### src/rtl/mmm_arbiter.sv
// Two-requester arbiter sequencing a shared Montgomery multiplier.
// Moore FSM: IDLE -> PRE -> RUN -> POST -> DONE -> IDLE.
module mmm_arbiter #(
  parameter int WIDTH = 8
) (
  input  logic       clk,
  input  logic       rst,
  input  logic       ena,
  input  logic [1:0] req,
  output logic [1:0] gnt,
  output logic       sel,
  output logic       mmm_clr_n,
  output logic       ld_a,
  output logic       ld_r,
  output logic [1:0] done,
  output logic       busy
);

  localparam int CW = $clog2(WIDTH + 1);

  typedef enum logic [2:0] {
    IDLE,
    PRE,
    RUN,
    POST,
    DONE
  } state_t;

  state_t        state_q, state_d;
  logic [CW-1:0] cnt_q, cnt_d;
  logic          win_q, win_d;
  logic          last_q, last_d;

  always_ff @(posedge clk) begin
    if (rst) begin
      state_q <= IDLE;
      cnt_q   <= '0;
      win_q   <= 1'b0;
      last_q  <= 1'b1;
    end else if (ena) begin
      state_q <= state_d;
      cnt_q   <= cnt_d;
      win_q   <= win_d;
      last_q  <= last_d;
    end
  end

  always_comb begin
    state_d = state_q;
    cnt_d   = cnt_q;
    win_d   = win_q;
    last_d  = last_q;
    unique case (state_q)
      IDLE: begin
        if (|req) begin
          // On a tie, the requester not served last time wins.
          win_d   = (req[0] & req[1]) ? ~last_q : req[1];
          last_d  = win_d;
          state_d = PRE;
        end
      end
      PRE: begin
        cnt_d   = '0;
        state_d = RUN;
      end
      RUN: begin
        if (cnt_q == CW'(WIDTH)) state_d = POST;
        else cnt_d = cnt_q + CW'(1);
      end
      POST: state_d = DONE;
      DONE: state_d = IDLE;
      default: state_d = IDLE;
    endcase
  end

  always_comb begin
    busy      = (state_q != IDLE);
    gnt       = 2'b00;
    sel       = 1'b0;
    if (busy) begin
      gnt = win_q ? 2'b10 : 2'b01;
      sel = win_q;
    end
    mmm_clr_n = (state_q == PRE) || (state_q == RUN)
             || (state_q == POST);
    ld_a      = (state_q == PRE);
    ld_r      = (state_q == POST);
    done      = (state_q == DONE) ? gnt : 2'b00;
  end

endmodule

### config.mk
export PLATFORM = sky130hd
export DESIGN_NAME = mmm_arbiter
export DESIGN_NICKNAME = d
export VERILOG_FILES = /design/src/rtl/mmm_arbiter.sv
export SDC_FILE = /design/constraint.sdc
export NUM_CORES = 1
export LEC_CHECK = 0
export ABC_AREA = 1
export CAP_MARGIN = 30
export CORE_UTILIZATION = 40
export CTS_BUF_LIST = sky130_fd_sc_hd__clkbuf_8
export DETAILED_ROUTE_END_ITERATION = 8
export HOLD_SLACK_MARGIN = 0.1
export PLACE_DENSITY_LB_ADDON = 0.3
export RECOVER_POWER = 25
export SLEW_MARGIN = 20
export SYNTH_ARGS = -nofsm -noshare
export SYNTH_HDL_FRONTEND = slang
export SYNTH_SLANG_ARGS = --single-unit
export TNS_END_PERCENT = 20
### constraint.sdc
create_clock -name clk -period 1.7 [get_ports clk]
set_clock_uncertainty 0.05 [all_clocks]
set_input_delay 0.51 -clock clk [delete_from_list [all_inputs] [get_ports clk]]
set_output_delay 0.51 -clock clk [all_outputs]
set_load 0.05 [all_outputs]
==> results.py <==
metrics = {
    "run_status": {
        "outcome": "finished with violations",
        "violations": "negative setup slack",
    },
    "sta": {
        "hold_violations": 0,
        "fin_ws_ns": -0.0306,
        "worst_pin_slew_ns": 0.310,
        "relSlewSlack_pct": 79.1,
        "timing.final.crit_share_pct": 102,
        "fmax_ghz": 0.578,
        "drv_slew": 0,
        "setup_viol": 3,
        "rsz0062_at_grt": "yes",
        "period_needed_ns": 1.73,
    },
    "critical_path": {
        "worst-path-buf-inv": 2,
        "slowest_stage": "dfxtp_4",
        "rr_worst_depth": 7,
        "critPathArrivalTime_ns": 1.17,
        "rrSetupSlack_ns": 0.32,
        "worstPathRequired_ns": 1.14,
        "critPathMaxFanout": 5,
        "crit_family": "flip-flops",
        "critPathKind": "reg2out",
        "max_stage_delay_ns": 0.36,
        "r2r_start": "cnt_q[0]",
        "end_kind": "output pin",
        "rr_endpoint": "cnt_q[2]",
        "crit_cells": 4,
        "crit_chain": "inv_1, nand2_1, nor2_1, buf_12",
        "start_kind": "flip-flop",
    },
    "synthesis": {
        "yosys_warnings": 0,
        "synth_common_cells": "nand2_1 (19), nand3_1 (10), a21oi_1 (9), dfxtp_1 (9), inv_1 (9)",
        "synth_area_leader_cell": "dfxtp_1",
        "synth_seq_cells": 9,
        "synth_edf_count": 0,
        "yosysUniqueCellTypes": 19,
        "seq_area_frac_synth_pct": 34.0,
        "post_synth.cell_area_avg_sq_um": 6.53,
        "syn_inst": 81,
        "synth.area.top_cells": "dfxtp_1 (34%), nand2_1 (13%), nand3_1 (9.5%)",
        "yosys.cell_count.top_type": "nand2_1",
        "yosys.area.top_type_share_pct": 34.0,
        "syn_nets": 88,
        "synth.cell_area_sq_um": 529,
        "postSynth.asyncResetShare_pct": 0,
        "synth_ff_type": "dfxtp_1",
    },
    "drt": {
        "wire_per_inst_um": 12.0,
        "vias": 577,
        "vias_per_cell": 5.15,
        "drt-initial-drc-count": 19,
        "wirelength_um": 1340,
        "drcViolationCount": 0,
        "ant_nets": 0,
        "drtPass1Iterations": 4,
    },
    "placement": {
        "dp_hpwl_um": 964,
        "placement.io_buffers": 13,
        "place.gp.congestion": 0.866,
        "dp.cells": 108,
    },
    "pwr": {
        "p_leak_uw": 0.000348,
        "vdd_drop_max_mv": 0.742,
        "p_sw_share_pct": 36.5,
        "p_switching_uw": 293,
        "combPwrFrac_pct": 40.4,
        "power.density_nw_per_um2": 938,
        "power.internal_uw": 510,
        "clkPwrFrac_pct": 29.4,
        "power_frac_seq_pct": 30.2,
    },
    "die": {
        "rows": 12,
        "dieWidth_um": 38.4,
        "die-area_sq_um": 1470,
        "initial_utilization_pct": 45.2,
        "io_pins": 14,
        "coreArea_sq_um": 1170,
        "die_h_um": 38.4,
    },
    "worst_hold_path": {
        "hp-class": "reg2reg",
        "whs_endpoint": "last_q",
        "hold_start": "last_q",
        "whs_path_depth": 2,
    },
    "final_layout": {
        "area_growth_pct": 61.7,
        "nets": 106,
        "n_antenna_cell": 0,
        "final_core_util_pct": 73.1,
        "final_layout_size_suffix_gt1_share_pct": 31.6,
        "fin_cells": 112,
    },
    "global_routing": {
        "grt_pass1_vias": 488,
        "grtUsageTotal_pct": 19.9,
        "grt_antenna_before_repair": 0,
        "overflow": 0,
        "grt_pass1_wl_um": 1980,
        "grt_max_degree": 7,
    },
    "cts": {
        "cts_buffers": 3,
        "insertion_delay_ns": 0.23,
        "clock_path_buffers": 2,
        "cts_tree": "built",
        "clkTransAtPathRegs_ns": 0.05,
        "clock_tree.root_cell": "clkbuf_8",
        "ctsHoldBuffers": 0,
        "clkSinkCount": 9,
        "htreeDepth": 1,
    },
    "run": {
        "drv_cap": 0,
    },
}
how the worst max path moves through the flow:
stage                     slack, ns        from          to
after floorplan               -0.05  state_q[1]     done[0]
after global placement         0.04      req[0]  state_q[0]
after detailed placement      -0.03      req[0]  state_q[0]
after CTS                     -0.03  state_q[1]     done[0]
after global routing          -0.09  state_q[2]        ld_r
final                         -0.03  state_q[2]        ld_r
power by group through the flow:
stage / Combinational [uW] / Clock, uW / Sequential (uW)
2_1_floorplan: 200 / 0 / 241
3_3_place_gp: 315 / 0 / 244
3_5_place_dp: 319 / 0 / 244
4_1_cts: 323 / 239 / 241
5_1_grt: 340 / 251 / 244
6_report: 324 / 236 / 242
flip-flops by register name, indices dropped and copies added (netlist names):
signal and flops:
cnt_q 4, last_q 1, state_q 3, win_q 1
cell usage in the layout, fill, tap and decap left out, drive strengths merged:
cell type,n
a21oi,9
buf,10
clkbuf,4
clkdlybuf4s50,4
clkinv,2
dfxtp,9
ha,2
inv,11
nand2,23
nand3,11
nand4,1
nor2,8
nor3,1
o21ai,1
or2,1
xnor2,1
worst reg2reg max path, stage by stage, from the launching register on:
cell     delay (ns)
dfxtp_1        0.37
inv_1          0.07
ha_1           0.20
nand3_1        0.10
nand3_1        0.19
nand2_1        0.16
nand2_1        0.06
a21oi_1        0.12
per-layer routing:
| layer | vias up | global-route usage (%) | share of wire, % |
|---|---|---|---|
| li1 | 294 | - | - |
| met5 | - | 0 | 0 |
| met1 | 259 | 24.6 | 43 |
| met2 | 22 | 30.5 | 51 |
| met3 | 2 | 5.23 | 4.9 |
| met4 | 0 | 12.1 | 0.82 |
kinds of logic (layout without fill, tap and decap cells):
family / count (synthesis) / after routing / synth area share, %
AND/OR/NAND/NOR: 45 / 45 / 39.5
adder cells (fa/ha/maj): 2 / 2 / 4.73
XOR/XNOR: 1 / 1 / 1.66
buffers and inverters: 14 / 31 / 10.6
flip-flops: 9 / 9 / 34.0
AO/OA/AOI/OAI: 10 / 10 / 9.45
what timing repair did:
item	in CTS	in global routing
gates resized for setup	4	5
setup buffers	0	0
pin swaps	0	3
hold endpoints to repair	0	0
endpoints found under the setup margin	6	7
area by class of cell:
cell class / count / area (sq um)
Clock inverter: 1 / 3.75
Fill cell: 83 / 315
Tap cell: 14 / 17.5
Inverter: 12 / 52.6
Clock buffer: 3 / 41.3
Sequential cell: 9 / 191
Timing Repair Buffer: 15 / 219
Multi-Input combinational cell: 58 / 330
per-stage QoR:
stage,cell area (sq um),setup WS [ns],setup TNS [ns],hold slack [ns],power (uW)
detailed placement,793,-0.0337,-0.0918,0.400,563
CTS,850,-0.0278,-0.0587,0.412,803
floorplan,568,-0.0549,-0.136,0.379,441
finish,856,-0.0306,-0.0577,0.407,803
global placement,793,0.0444,0,0.403,559
global route,856,-0.0925,-0.286,0.425,835
(Power assumes the default switching activity.)
